File: src/rtl/axi_aw_buffer_pkg.sv
// Shared AXI bus definitions for the AW write-address buffer: payload layout and width helpers.
`ifndef BUS_ID_W
`define BUS_ID_W 4
`endif
`ifndef PADDR
`define PADDR 32
`endif

package axi_aw_buffer_pkg;

    localparam int BUS_ID_W   = `BUS_ID_W;
    localparam int BUS_ADDR_W = `PADDR;

    // Everything in AW except id and address: len, size, burst, lock, cache, prot, qos, region.
    localparam int AW_CTRL_W = 29;

    typedef struct packed {
        logic [7:0] awlen;
        logic [2:0] awsize;
        logic [1:0] awburst;
        logic       awlock;
        logic [3:0] awcache;
        logic [2:0] awprot;
        logic [3:0] awqos;
        logic [3:0] awregion;
    } aw_ctrl_t;

    typedef struct packed {
        logic [BUS_ID_W-1:0]   awid;
        logic [BUS_ADDR_W-1:0] awaddr;
        aw_ctrl_t              ctrl;
    } aw_payload_t;

    localparam int AW_PAYLOAD_W = $bits(aw_payload_t);

    function automatic int aw_width(input int id_w, input int addr_w);
        return id_w + addr_w + AW_CTRL_W;
    endfunction

endpackage

File: src/rtl/bus_fifo.sv
// Generic in-order payload FIFO with extra-MSB pointers; storage array is intentionally not reset.
module bus_fifo #(
    parameter int WIDTH = 8,
    parameter int DEPTH = 4
) (
    input  logic             clk_i,
    input  logic             arst_i,
    input  logic             push,
    input  logic [WIDTH-1:0] wr_data,
    input  logic             pop,
    output logic [WIDTH-1:0] rd_data,
    output logic             full,
    output logic             empty
);

    localparam int AW = $clog2(DEPTH);

    logic [AW:0]      wr_ptr;
    logic [AW:0]      rd_ptr;
    logic [WIDTH-1:0] mem [DEPTH];
    logic             do_push;
    logic             do_pop;

    assign empty   = (wr_ptr == rd_ptr);
    assign full    = (wr_ptr[AW] != rd_ptr[AW]) && (wr_ptr[AW-1:0] == rd_ptr[AW-1:0]);
    assign do_push = push && !full;
    assign do_pop  = pop && !empty;

    always_ff @(posedge clk_i or posedge arst_i) begin
        if (arst_i) begin
            wr_ptr <= '0;
            rd_ptr <= '0;
        end else begin
            if (do_push) wr_ptr <= wr_ptr + 1'b1;
            if (do_pop)  rd_ptr <= rd_ptr + 1'b1;
        end
    end

    always_ff @(posedge clk_i) begin
        if (do_push) mem[wr_ptr[AW-1:0]] <= wr_data;
    end

    assign rd_data = mem[rd_ptr[AW-1:0]];

endmodule

File: src/rtl/axi_aw_buffer.sv
// AW channel buffer: queues write addresses and throttles issue on the count of writes awaiting B.
module axi_aw_buffer
    import axi_aw_buffer_pkg::*;
#(
    parameter int ID_W      = `BUS_ID_W,
    parameter int ADDR_W    = `PADDR,
    parameter int DEPTH     = 4,
    parameter int MAX_OUTST = 8
) (
    input  logic                           clk_i,
    input  logic                           arst_i,

    input  logic [ID_W-1:0]                s_awid,
    input  logic [ADDR_W-1:0]              s_awaddr,
    input  logic [7:0]                     s_awlen,
    input  logic [2:0]                     s_awsize,
    input  logic [1:0]                     s_awburst,
    input  logic                           s_awlock,
    input  logic [3:0]                     s_awcache,
    input  logic [2:0]                     s_awprot,
    input  logic [3:0]                     s_awqos,
    input  logic [3:0]                     s_awregion,
    input  logic                           s_awvalid,
    output logic                           s_awready,

    output logic [ID_W-1:0]                m_awid,
    output logic [ADDR_W-1:0]              m_awaddr,
    output logic [7:0]                     m_awlen,
    output logic [2:0]                     m_awsize,
    output logic [1:0]                     m_awburst,
    output logic                           m_awlock,
    output logic [3:0]                     m_awcache,
    output logic [2:0]                     m_awprot,
    output logic [3:0]                     m_awqos,
    output logic [3:0]                     m_awregion,
    output logic                           m_awvalid,
    input  logic                           m_awready,

    input  logic                           b_valid_i,
    input  logic                           b_ready_i,
    output logic [$clog2(MAX_OUTST+1)-1:0] outst_o,
    output logic                           err_o
);

    localparam int PW = aw_width(ID_W, ADDR_W);
    localparam int OW = $clog2(MAX_OUTST + 1);
    localparam logic [OW-1:0] MAX_CNT = OW'(MAX_OUTST);

    aw_ctrl_t      s_ctrl;
    aw_ctrl_t      m_ctrl;
    logic [PW-1:0] s_payload;
    logic [PW-1:0] m_payload;
    logic          fifo_full;
    logic          fifo_empty;
    logic          aw_push;
    logic          aw_hs;
    logic          b_hs;
    logic [OW-1:0] outst;
    logic          err;

    always_comb begin
        s_ctrl          = '0;
        s_ctrl.awlen    = s_awlen;
        s_ctrl.awsize   = s_awsize;
        s_ctrl.awburst  = s_awburst;
        s_ctrl.awlock   = s_awlock;
        s_ctrl.awcache  = s_awcache;
        s_ctrl.awprot   = s_awprot;
        s_ctrl.awqos    = s_awqos;
        s_ctrl.awregion = s_awregion;
    end

    assign s_payload = {s_awid, s_awaddr, s_ctrl};
    assign {m_awid, m_awaddr, m_ctrl} = m_payload;

    assign m_awlen    = m_ctrl.awlen;
    assign m_awsize   = m_ctrl.awsize;
    assign m_awburst  = m_ctrl.awburst;
    assign m_awlock   = m_ctrl.awlock;
    assign m_awcache  = m_ctrl.awcache;
    assign m_awprot   = m_ctrl.awprot;
    assign m_awqos    = m_ctrl.awqos;
    assign m_awregion = m_ctrl.awregion;

    // Ready depends only on registered fullness, so a same-cycle pop never frees a slot.
    assign s_awready = !fifo_full && !arst_i;
    assign m_awvalid = !fifo_empty && (outst < MAX_CNT) && !arst_i;
    assign aw_push   = s_awvalid && s_awready;
    assign aw_hs     = m_awvalid && m_awready;
    assign b_hs      = b_valid_i && b_ready_i;

    bus_fifo #(
        .WIDTH (PW),
        .DEPTH (DEPTH)
    ) u_fifo (
        .clk_i   (clk_i),
        .arst_i  (arst_i),
        .push    (aw_push),
        .wr_data (s_payload),
        .pop     (aw_hs),
        .rd_data (m_payload),
        .full    (fifo_full),
        .empty   (fifo_empty)
    );

    always_ff @(posedge clk_i or posedge arst_i) begin
        if (arst_i) begin
            outst <= '0;
            err   <= 1'b0;
        end else begin
            case ({aw_hs, b_hs})
                2'b10:   outst <= outst + 1'b1;
                2'b01: begin
                    // A response with nothing issued is a protocol error; the count stays at zero.
                    if (outst == '0) err   <= 1'b1;
                    else             outst <= outst - 1'b1;
                end
                default: ;
            endcase
        end
    end

    assign outst_o = outst;
    assign err_o   = err;

endmodule
File: config.mk
export PLATFORM = sky130hd
export DESIGN_NAME = axi_aw_buffer
export DESIGN_NICKNAME = d
export VERILOG_FILES = /design/src/rtl/axi_aw_buffer_pkg.sv /design/src/rtl/bus_fifo.sv /design/src/rtl/axi_aw_buffer.sv
export SDC_FILE = /design/constraint.sdc
export NUM_CORES = 1
export LEC_CHECK = 0
export ABC_AREA = 1
export BUFFER_PORTS_ARGS = -buffer_cell sky130_fd_sc_hd__buf_4
export CAP_MARGIN = 20
export CORE_MARGIN = 4
export CORE_UTILIZATION = 50
export CTS_BUF_LIST = sky130_fd_sc_hd__clkbuf_4
export DETAILED_ROUTE_END_ITERATION = 12
export PLACE_DENSITY = 0.71
export SYNTH_ARGS = -nofsm -noshare
export SYNTH_HDL_FRONTEND = slang
export SYNTH_SLANG_ARGS = --single-unit
export TNS_END_PERCENT = 5
File: constraint.sdc
create_clock -name clk_i -period 5.1 [get_ports clk_i]
set_input_delay 0.51 -clock clk_i [delete_from_list [all_inputs] [get_ports clk_i]]
set_output_delay 0.51 -clock clk_i [all_outputs]
set_load 0.03 [all_outputs]
-- Yosys cells after proc, flatten, opt, wreduce, memory -nomap -nowiden
Memories as Yosys holds them, arrays and structs flattened.
Cells that the tools add are included.
- memories kept: 1
- flip-flop bits (word level): 11
- logic and storage cells: 36
- bits of input ports: 71
- output and inout bits: 72
- latch bits: 0
- memory bits (read-only): 0
- RAM bits: 260
- shifts and indexed selects: 0
- $mul: 0
- div/mod/pow operators: 0
- eq/ne operators: 6
- mux-type cells: 4
- add/sub/neg operators: 4
- $lt $le $gt $ge: 1
- reductions and logical operators: 16
- bitwise logic cells: 0
- memory list (memory ; words ; bits a word ; read ports ; clocked after Yosys merged registers in ; wr ports ; line ; text):
    u_fifo.mem ; 4 ; 65 ; 1 ; 0 ; 1 ; bus_fifo.sv:20 ; logic [WIDTH-1:0] mem [DEPTH];
- operators by type and width (cell ; count):
    1-bit logical AND ; 9
    4-bit one-hot mux with 2 select lines ; 1
    3-bit by 1-bit adder with 3-bit output (second input constant) ; 2
    4-bit by 1-bit adder with 4-bit output (second input constant) ; 1
    4-bit logical NOT ; 1
    4-bit less-than comparator (second input constant) ; 1
    4-bit 2-to-1 mux ; 1
    2-bit AND reduction ; 2
    4-bit by 1-bit subtractor with 4-bit output (second input constant) ; 1
    3-bit equality test ; 1
    1-bit logical NOT ; 3
    2-bit by 1-bit equality test with 1-bit output (second input constant) ; 1
    2-bit equality test ; 1
    2-bit equality test (second input constant) ; 1
    1-bit 2-to-1 mux ; 2
    2-bit != test (second input constant) ; 1
    2-bit nonzero test ; 1
    1-bit != test ; 1

-- Longest topological paths before layout
Gate-level depths: netlist of the first run.
- word-level depth: 8
- gate-level depth with buffers: 14
- mapped depth without buffers: 14

-- Hierarchy
A second synthesis of the first run with hierarchy kept.
- cells, all modules: 738
- area total of the unflattened synthesis: 10884.2 µm²
- by module, submodules not included (module ; cells each ; sequential area each (µm²) ; area each (µm²) ; instances):
    bus_fifo ; 690 ; 7957.6 ; 10500.1 ; 1
    axi_aw_buffer ; 48 ; 125.1 ; 384.1 ; 1

-- Least setup slack after synthesis of the first run
Ideal clock, no wire load.
- path type: input port to flip-flop
- from: input arst_i
- to: memory u_fifo.mem[0][0] (netlist bit), enable pin
- slack: 0.617 ns
- arrival time: 3.995 ns
- library setup time: 0.489 ns
- buffers on the path: 0
- cell stages on the path: 5
- required time: 4.611 ns
- path through: inv_1 o21ai_1 inv_2 nand2_1 nor2_1
- cells in the longest elaborated chain, start to end: 6
- RTL lines (what ; line ; text):
    start, declared ; axi_aw_buffer.sv:11 ; input logic arst_i,
    1-bit logical NOT (no line) ; n/a ;
    1-bit logical AND ; axi_aw_buffer.sv:86 ; assign s_awready = !fifo_full && !arst_i;
    named net s_awready ; axi_aw_buffer.sv:24 ; output logic s_awready,
    1-bit logical AND ; axi_aw_buffer.sv:88 ; assign aw_push = s_awvalid && s_awready;
    1-bit logical AND ; bus_fifo.sv:26 ; assign do_push = push && !full;
    1-bit 2-to-1 mux ; bus_fifo.sv:40 ; if (do_push) mem[wr_ptr[AW-1:0]] <= wr_data;
    1-bit 2-to-1 mux (not written as such) ; bus_fifo.sv:40 ;
    end, declared ; bus_fifo.sv:20 ;
The timed path passes the listed nets, and every way through them passes these cells.

-- Final worst setup path of the first run
- from: register u_fifo.rd_ptr[0]
- to: output m_awaddr[5]
- cells in the longest elaborated chain, start to end: 1
- RTL lines (what ; line ; text):
    start, declared ; bus_fifo.sv:19 ; logic [AW:0] rd_ptr;
    start signal, assigned ; bus_fifo.sv:35 ; if (do_pop) rd_ptr <= rd_ptr + 1'b1;
    memory 4 x 65 bit ; n/a ;
    end, declared ; axi_aw_buffer.sv:27 ; output logic [ADDR_W-1:0] m_awaddr,
No other way between the ends.

==> flow_results.xml, run 1 <==
<?xml version="1.0" encoding="UTF-8"?>
<metrics>
  <group name="run_status">
    <metric name="run_status" unit="">complete, no violations</metric>
  </group>
  <group name="die">
    <metric name="die_height" unit="µm">151.6</metric>
    <metric name="io-pin-count" unit="">143</metric>
    <metric name="placementRows" unit="">52</metric>
    <metric name="die_width" unit="µm">151.6</metric>
    <metric name="design.core.area" unit="mm²">0.02023</metric>
    <metric name="floorplan.die_area" unit="mm²">0.02299</metric>
    <metric name="initial_utilization" unit="">0.5096</metric>
  </group>
  <group name="setup_path">
    <metric name="timing.critical_path.required" unit="ns">4.59</metric>
    <metric name="worst-path-max-fanout" unit="">100</metric>
    <metric name="rrSetupSlack" unit="ns">2.15</metric>
    <metric name="worstSetupEndpointType" unit="">output pin</metric>
    <metric name="critical_path.reg2reg.endpoint" unit="">u_fifo.mem[1][49]</metric>
    <metric name="critical_path.startpoint" unit="">u_fifo.rd_ptr[0]</metric>
    <metric name="timing_worst_setup_path_type" unit="">reg2out</metric>
    <metric name="crit_end" unit="">m_awaddr[5]</metric>
    <metric name="rr_startpoint" unit="">u_fifo.rd_ptr[1]</metric>
    <metric name="timing.reg2reg.worst_path_depth" unit="">9</metric>
    <metric name="cp_data_arrival_time" unit="ns">3.21</metric>
    <metric name="setup.worst_path.start_class" unit="">flip-flop</metric>
  </group>
  <group name="yosys">
    <metric name="post_synth_inst_count" unit="">722</metric>
    <metric name="postSynthRegisterBits" unit="">271</metric>
    <metric name="synth.cells.most_frequent" unit="">sky130_fd_sc_hd__edfxtp_1, sky130_fd_sc_hd__nor2_1, sky130_fd_sc_hd__o21ai_0, sky130_fd_sc_hd__o22ai_1, sky130_fd_sc_hd__clkbuf_1</metric>
    <metric name="synth.distinct_cells" unit="">26</metric>
    <metric name="netlist.area_leader.share" unit="">0.7571</metric>
    <metric name="post_synthesis_instance_area" unit="mm²">0.01031</metric>
    <metric name="synth.most_common_cell" unit="">sky130_fd_sc_hd__edfxtp_1</metric>
    <metric name="synthesis.area_per_instance" unit="µm²">14.28</metric>
    <metric name="netlist_top_cells_area" unit="">sky130_fd_sc_hd__edfxtp_1, sky130_fd_sc_hd__o21ai_0, sky130_fd_sc_hd__nor2_1</metric>
    <metric name="synth-edff-count" unit="">260</metric>
    <metric name="synth_warn" unit="">0</metric>
    <metric name="synthFlopType" unit="">sky130_fd_sc_hd__edfxtp_1</metric>
    <metric name="syn_nets" unit="">799</metric>
    <metric name="synth_largest_area_cell" unit="">sky130_fd_sc_hd__edfxtp_1</metric>
    <metric name="postSynth.asyncResetShare" unit="">0.04059</metric>
    <metric name="synth.yosys.seq_area_share" unit="">0.7838</metric>
  </group>
  <group name="route">
    <metric name="routed-via-count" unit="">6503</metric>
    <metric name="post_dr_vias_cell" unit="">5.352</metric>
    <metric name="initialDrtViolationCount" unit="">516</metric>
    <metric name="drt_drc_violations_left" unit="">0</metric>
    <metric name="finalWirelength" unit="µm">21810</metric>
    <metric name="detail_route.wl_per_cell" unit="µm">17.95</metric>
    <metric name="final_antenna_net_count" unit="">0</metric>
    <metric name="drt_pass1_iterations" unit="">5</metric>
  </group>
  <group name="cts">
    <metric name="cts_root_buffer" unit="">sky130_fd_sc_hd__clkbuf_4</metric>
    <metric name="tritoncts" unit="">yes</metric>
    <metric name="clkSinkCount" unit="">271</metric>
    <metric name="clk_latency" unit="ns">0.63</metric>
    <metric name="cts.repair_timing.setup_buffer_count" unit="">0</metric>
    <metric name="post_cts_resize_count" unit="">0</metric>
    <metric name="postCtsHoldBufs" unit="">1</metric>
    <metric name="ctsHtreeMaxLevel" unit="">3</metric>
    <metric name="clkTransAtPathRegs" unit="ns">0.07</metric>
    <metric name="cts_made_buffers" unit="">71</metric>
    <metric name="cts_max_path_buffers" unit="">3</metric>
  </group>
  <group name="global_route">
    <metric name="grt_max_degree" unit="">101</metric>
    <metric name="first_global_vias" unit="">6549</metric>
    <metric name="grt_pass1_wl" unit="µm">33700</metric>
    <metric name="groute.usage.overall" unit="">0.1913</metric>
    <metric name="initial_antenna_violation_count" unit="">1</metric>
    <metric name="global_route.overflow_total" unit="">0</metric>
  </group>
  <group name="power">
    <metric name="p_seq_frac" unit="">0.376</metric>
    <metric name="p_sw_frac" unit="">0.3875</metric>
    <metric name="p_leak" unit="nW">4.521</metric>
    <metric name="cellInternalPower" unit="mW">4.771</metric>
    <metric name="cellPowerDensity" unit="mW/mm²">619.8</metric>
    <metric name="comb_power_share" unit="">0.388</metric>
    <metric name="vdd_drop_max" unit="mV">0.3166</metric>
    <metric name="power.share.clock" unit="">0.236</metric>
    <metric name="power_after_layout" unit="mW">7.789</metric>
    <metric name="power.net_switching" unit="mW">3.018</metric>
  </group>
  <group name="finish">
    <metric name="drive_gt1_frac" unit="">0.2977</metric>
    <metric name="area_growth_from_synthesis_to_final_layout" unit="%">21.85</metric>
    <metric name="final_area" unit="mm²">0.01257</metric>
    <metric name="nNetsFinal" unit="">980</metric>
  </group>
  <group name="timing">
    <metric name="final.setup.tns" unit="ns">0</metric>
    <metric name="slew_headroom" unit="">0.3693</metric>
    <metric name="setup_failing_eps_final" unit="">0</metric>
    <metric name="tightestPinTransition" unit="ns">0.9461</metric>
    <metric name="achievable-frequency" unit="MHz">269.1</metric>
    <metric name="final.setup_skew" unit="ns">0.02768</metric>
    <metric name="unrepaired_setup_endpoints_after_global_routing" unit="">no</metric>
    <metric name="final-hold-violation-count" unit="">0</metric>
    <metric name="final.period_utilization" unit="">0.7287</metric>
    <metric name="slew_viol_final" unit="">0</metric>
    <metric name="fin_worst_hold_slack" unit="ns">0.07416</metric>
    <metric name="min_period" unit="ns">3.716</metric>
  </group>
  <group name="place">
    <metric name="dpl_cell_area" unit="mm²">0.01167</metric>
    <metric name="gp_congestion" unit="">0.7608</metric>
    <metric name="portBuffers" unit="">142</metric>
    <metric name="dpl.hpwl" unit="µm">12390</metric>
  </group>
  <group name="job">
    <metric name="maxCapViolCount" unit="">0</metric>
  </group>
  <group name="hold_path">
    <metric name="timing.hold.worst.class" unit="">in2reg</metric>
  </group>
</metrics>
-- metrics by stage --
| step | cells | util | setup slack, ns |
|---|---|---|---|
| global route | 1215 | 0.6210 | 1.116 |
| CTS | 1214 | 0.6209 | 1.324 |
| global placement | 1099 | 0.5766 | 2.078 |
| finish | 1215 | 0.6210 | 1.384 |
| detailed placement | 1099 | 0.5766 | 2.028 |
| floorplan | 722 | - | 0.6166 |
-- per-layer routing --
| layer | wire length, µm | GRT usage |
|---|---|---|
| met2 | 10590 | 0.3083 |
| met3 | 1410 | 0.04551 |
| met1 | 9289 | 0.2521 |
| met4 | 511 | 0.07907 |
| met5 | 0 | 0 |
-- layout make-up --
cell class	count	area, µm²
multi-input cells	388	1999
clock buffers	108	810.8
fillers	1564	7669
flip-flops and latches	271	8088
inverters	20	77.57
clock inverters	6	76.32
repair buffers	151	1174
well taps	270	337.8
diodes	1	2.502
-- kinds of logic (layout without fill, tap and decap cells) --
family,after synthesis,count (layout),share of synthesized area
flops,271,271,0.7838
buf+inv,63,285,0.02499
compound gates,204,204,0.1086
xor+xnor,8,8,0.007523
fa+ha+maj,6,6,0.007280
other cells,0,1,0
simple gates,170,170,0.06782
-- cells in the final DEF (no fill, tap or decap) --
| cell | netlist | layout |
|---|---|---|
| sky130_fd_sc_hd__edfxtp_1 | 260 | 260 |
| sky130_fd_sc_hd__buf_4 | 0 | 147 |
| sky130_fd_sc_hd__nor2_1 | 137 | 134 |
| sky130_fd_sc_hd__o21ai_0 | 131 | 131 |
| sky130_fd_sc_hd__clkbuf_4 | 0 | 108 |
| sky130_fd_sc_hd__o22ai_1 | 65 | 65 |
| sky130_fd_sc_hd__nand2_1 | 17 | 17 |
| sky130_fd_sc_hd__inv_1 | 16 | 16 |
| sky130_fd_sc_hd__dfrtp_1 | 11 | 9 |
| sky130_fd_sc_hd__nand3_1 | 7 | 7 |
| sky130_fd_sc_hd__xor2_1 | 7 | 7 |
| sky130_fd_sc_hd__ha_1 | 6 | 6 |
| sky130_fd_sc_hd__nor2_4 | 0 | 4 |
| sky130_fd_sc_hd__inv_2 | 4 | 3 |
| sky130_fd_sc_hd__nand2_4 | 3 | 3 |
| sky130_fd_sc_hd__a21oi_1 | 3 | 3 |
| sky130_fd_sc_hd__clkinv_1 | 0 | 3 |
| sky130_fd_sc_hd__buf_12 | 0 | 3 |
| sky130_fd_sc_hd__o21ai_1 | 2 | 2 |
| sky130_fd_sc_hd__bufinv_16 | 0 | 2 |
| sky130_fd_sc_hd__diode_2 | 0 | 1 |
| sky130_fd_sc_hd__xnor2_2 | 1 | 1 |
| sky130_fd_sc_hd__nand3_2 | 1 | 1 |
| sky130_fd_sc_hd__nand3_4 | 1 | 1 |
| sky130_fd_sc_hd__nor4_1 | 1 | 1 |
| sky130_fd_sc_hd__o21ai_4 | 1 | 1 |
| sky130_fd_sc_hd__inv_4 | 0 | 1 |
| sky130_fd_sc_hd__nand2_2 | 1 | 1 |
| sky130_fd_sc_hd__a31o_2 | 1 | 1 |
| sky130_fd_sc_hd__o211ai_1 | 1 | 1 |
| sky130_fd_sc_hd__nor2_2 | 2 | 1 |
| sky130_fd_sc_hd__clkinv_2 | 0 | 1 |
| sky130_fd_sc_hd__dlygate4sd3_1 | 0 | 1 |
| sky130_fd_sc_hd__dfrtp_4 | 0 | 1 |
| sky130_fd_sc_hd__dfrtp_2 | 0 | 1 |
-- power groups by stage --
stage | Combinational [mW] | Clock, mW | Sequential, mW
2_1_floorplan | 1.99 | 0 | 2.92
3_3_place_gp | 3.03 | 0 | 2.97
3_5_place_dp | 3.06 | 0 | 2.97
4_1_cts | 3.07 | 1.89 | 2.93
5_1_grt | 3.29 | 2.02 | 2.96
6_report | 3.02 | 1.84 | 2.93
-- worst min path at each step --
stage	endpoint	start	cells after the start
4_1_cts	u_fifo.mem[3][63]	s_awid[2]	1
3_3_place_gp	err_o	err_o	1
6_report	u_fifo.mem[3][63]	s_awid[2]	1
3_5_place_dp	err_o	err_o	1
2_1_floorplan	err_o	arst_i	1
5_1_grt	u_fifo.mem[3][63]	s_awid[2]	1
-- flip-flops by register name, indices dropped and copies added, names as in the netlist --
| register | count |
|---|---|
| u_fifo.rd_ptr | 3 |
| outst_o | 4 |
| u_fifo.wr_ptr | 3 |
| err_o | 1 |
| u_fifo.mem | 260 |
-- critical path: stages (launching register included) --
cell and delay (ns):
sky130_fd_sc_hd__dfrtp_4 0.68, sky130_fd_sc_hd__inv_4 0.76, sky130_fd_sc_hd__buf_4 0.45, sky130_fd_sc_hd__o21ai_0 0.15, sky130_fd_sc_hd__o22ai_1 0.24, sky130_fd_sc_hd__buf_4 0.21
No activity file was read; power rests on OpenSTA's default activity.
==> run 2: changes to the inputs <==
==> constraint.sdc (replaced) <==
create_clock -name clk_i -period 3.58 [get_ports clk_i]
set_input_delay 0.358 -clock clk_i [delete_from_list [all_inputs] [get_ports clk_i]]
set_output_delay 0.358 -clock clk_i [all_outputs]
set_load 0.03 [all_outputs]
==> run 2 against run 1 <==
  * Via count up 3.7%
  * Critical path depth unchanged
  * Global-route usage up 0.19 points
  * Routed wire length up 2.7%
  * Clock skew down 0.0039 ns
  * Utilization up 3.2 points
  * Worst hold slack better by 0.050 ns
  * Combinational power up 51%
  * Die area unchanged
  * Critical endpoint is now m_awqos[1]
  * Largest power group unchanged
==> flow_results.xml, run 2 (synthesized netlist as in run 1, its figures left out) <==
<?xml version="1.0" encoding="UTF-8"?>
<metrics>
  <group name="route">
    <metric name="finalWirelength" unit="µm">22390</metric>
    <metric name="drt_drc_violations_left" unit="">0</metric>
    <metric name="initialDrtViolationCount" unit="">458</metric>
    <metric name="detail_route.wl_per_cell" unit="µm">17.40</metric>
    <metric name="post_dr_vias_cell" unit="">5.240</metric>
    <metric name="final_antenna_net_count" unit="">0</metric>
    <metric name="routed-via-count" unit="">6744</metric>
    <metric name="drt_pass1_iterations" unit="">5</metric>
  </group>
  <group name="die">
    <metric name="die_width" unit="µm">151.6</metric>
    <metric name="io-pin-count" unit="">143</metric>
    <metric name="design.core.area" unit="mm²">0.02023</metric>
    <metric name="floorplan.die_area" unit="mm²">0.02299</metric>
    <metric name="die_height" unit="µm">151.6</metric>
    <metric name="placementRows" unit="">52</metric>
    <metric name="initial_utilization" unit="">0.5096</metric>
  </group>
  <group name="global_route">
    <metric name="initial_antenna_violation_count" unit="">1</metric>
    <metric name="global_route.overflow_total" unit="">0</metric>
    <metric name="grt_max_degree" unit="">86</metric>
    <metric name="grt_pass1_wl" unit="µm">34430</metric>
    <metric name="first_global_vias" unit="">6727</metric>
    <metric name="groute.usage.overall" unit="">0.1932</metric>
  </group>
  <group name="finish">
    <metric name="nNetsFinal" unit="">1048</metric>
    <metric name="layout.cells.most_common_list" unit="">sky130_fd_sc_hd__edfxtp_1, sky130_fd_sc_hd__buf_4, sky130_fd_sc_hd__nor2_1, sky130_fd_sc_hd__o21ai_0, sky130_fd_sc_hd__clkbuf_4</metric>
    <metric name="largest_register_ffs" unit="">260</metric>
    <metric name="mostFrequentLayoutCell" unit="">sky130_fd_sc_hd__edfxtp_1</metric>
    <metric name="area_growth_from_synthesis_to_final_layout" unit="%">28.14</metric>
    <metric name="drive_gt1_frac" unit="">0.2736</metric>
  </group>
  <group name="setup_path">
    <metric name="critical_path.most_common_cell" unit="">sky130_fd_sc_hd__buf_4</metric>
    <metric name="critical_path.startpoint" unit="">u_fifo.rd_ptr[0]</metric>
    <metric name="timing.critical_path.required" unit="ns">3.22</metric>
    <metric name="timing_worst_setup_path_type" unit="">reg2out</metric>
    <metric name="crit_end" unit="">m_awqos[1]</metric>
    <metric name="setup.worst_path.start_class" unit="">flip-flop</metric>
    <metric name="worst-path-max-fanout" unit="">85</metric>
    <metric name="timing.reg2reg.worst_path_depth" unit="">9</metric>
    <metric name="cp_slowest_stage_delay" unit="ns">0.67</metric>
    <metric name="rrSetupSlack" unit="ns">0.73</metric>
    <metric name="rr_startpoint" unit="">u_fifo.rd_ptr[1]</metric>
    <metric name="worstSetupEndpointType" unit="">output pin</metric>
    <metric name="cpLargestDelayFamily" unit="">buffers and inverters</metric>
    <metric name="slowest_stage" unit="">sky130_fd_sc_hd__buf_4</metric>
    <metric name="critical_path_cell_count" unit="">5</metric>
    <metric name="worstPathCellList" unit="">buf_4 &gt; buf_4 &gt; o21ai_0 &gt; o22ai_1 &gt; buf_4</metric>
    <metric name="critical_path.reg2reg.endpoint" unit="">u_fifo.mem[2][22]</metric>
    <metric name="crit_buf_inv" unit="">3</metric>
    <metric name="cp_data_arrival_time" unit="ns">2.91</metric>
  </group>
  <group name="cts">
    <metric name="cts.repair_timing.setup_buffer_count" unit="">0</metric>
    <metric name="cts_made_buffers" unit="">70</metric>
    <metric name="cts_root_buffer" unit="">sky130_fd_sc_hd__clkbuf_4</metric>
    <metric name="post_cts_resize_count" unit="">0</metric>
    <metric name="clkSinkCount" unit="">271</metric>
    <metric name="tritoncts" unit="">yes</metric>
    <metric name="cts_max_path_buffers" unit="">3</metric>
    <metric name="clk_latency" unit="ns">0.62</metric>
    <metric name="ctsHtreeMaxLevel" unit="">3</metric>
    <metric name="clkTransAtPathRegs" unit="ns">0.07</metric>
  </group>
  <group name="timing">
    <metric name="final.period_utilization" unit="">0.9134</metric>
    <metric name="fin_worst_hold_slack" unit="ns">0.1244</metric>
    <metric name="final.setup_skew" unit="ns">0.02374</metric>
    <metric name="setup_failing_eps_final" unit="">0</metric>
    <metric name="min_period" unit="ns">3.270</metric>
    <metric name="final-hold-violation-count" unit="">0</metric>
    <metric name="unrepaired_setup_endpoints_after_global_routing" unit="">no</metric>
    <metric name="slew_headroom" unit="">0.3456</metric>
    <metric name="slew_viol_final" unit="">0</metric>
    <metric name="achievable-frequency" unit="MHz">305.8</metric>
    <metric name="tightestPinTransition" unit="ns">0.9793</metric>
  </group>
  <group name="place">
    <metric name="gp_congestion" unit="">0.7563</metric>
    <metric name="portBuffers" unit="">142</metric>
    <metric name="dpl.hpwl" unit="µm">12370</metric>
  </group>
  <group name="power">
    <metric name="power_after_layout" unit="mW">11.05</metric>
    <metric name="p_leak" unit="nW">4.784</metric>
    <metric name="cellPowerDensity" unit="mW/mm²">836.4</metric>
    <metric name="vdd_drop_max" unit="mV">0.5137</metric>
  </group>
  <group name="hold_path">
    <metric name="timing.hold.worst.class" unit="">in2reg</metric>
  </group>
  <group name="run_status">
    <metric name="run_status" unit="">complete, no violations</metric>
  </group>
  <group name="job">
    <metric name="maxCapViolCount" unit="">0</metric>
  </group>
</metrics>
-- run 2: cell count changes in the layout (fill, tap and decap cells not counted) --
cell	change
sky130_fd_sc_hd__bufinv_16	-2
sky130_fd_sc_hd__buf_12	+2
sky130_fd_sc_hd__clkbuf_4	-4
sky130_fd_sc_hd__dlygate4sd3_1	+65
sky130_fd_sc_hd__clkinv_1	+10
sky130_fd_sc_hd__buf_4	+2
sky130_fd_sc_hd__clkinv_2	-1
-- run 2: tightest hold or removal path, stage by stage --
cell	delay (ns)
sky130_fd_sc_hd__buf_4	0.13
sky130_fd_sc_hd__nand3_1	0.12
sky130_fd_sc_hd__xor2_1	0.08
-- run 2: layout make-up --
cell class	count	area (µm²)
sequential	271	8088
antenna	1	2.502
timing repair buffer	220	1879
fill	1489	7020
multi-input combinational	388	1999
clock inverter	13	48.80
clock buffer	104	780.7
tap	270	337.8
inverter	20	77.57
-- run 2: repair_timing --
item,in CTS,in global routing
hold buffers,66,0
setup endpoints to repair,0,0
hold endpoints to repair,271,0
-- run 2: worst min path at each step --
stage	start	end	slack, ns	cells after the start
detailed placement	arst_i	err_o	0.44	3
global placement	arst_i	err_o	0.46	3
global route	m_awready	u_fifo.rd_ptr[2]	0.1	3
finish	m_awready	u_fifo.rd_ptr[2]	0.12	3
CTS	m_awready	u_fifo.rd_ptr[2]	0.06	3
floorplan	arst_i	err_o	0.22	1
-- run 2: routing by layer --
layer / routed length (µm) / global-route usage / vias up
li1: - / - / 3225
met2: 10920 / 0.3145 / 243
met1: 9480 / 0.2568 / 3237
met5: 0 / 0 / -
met4: 477 / 0.07367 / 0
met3: 1511 / 0.04283 / 39
-- run 2: where the power goes --
group	internal [mW]	total (mW)	switching [mW]	leakage (nW)
combinational	1.47	4.55	3.08	1.80
sequential	3.91	4.04	0.137	2.48
clock	1.32	2.46	1.14	0.499
total	6.70	11.1	4.35	4.78
-- run 2: through the flow --
stage | setup slack (ns) | utilization | TNS (ns) | cells | instance area, µm²
4_1_cts | 0.2519 | 0.6529 | 0 | 1286 | 13210
3_5_place_dp | 0.6944 | 0.5793 | 0 | 1103 | 11720
5_1_grt | 0.09723 | 0.6530 | 0 | 1287 | 13210
2_1_floorplan | -0.7514 | - | -146.52 | 722 | 10310
3_3_place_gp | 0.7904 | 0.5793 | 0 | 1103 | 11720
6_report | 0.3102 | 0.6530 | 0 | 1287 | 13210
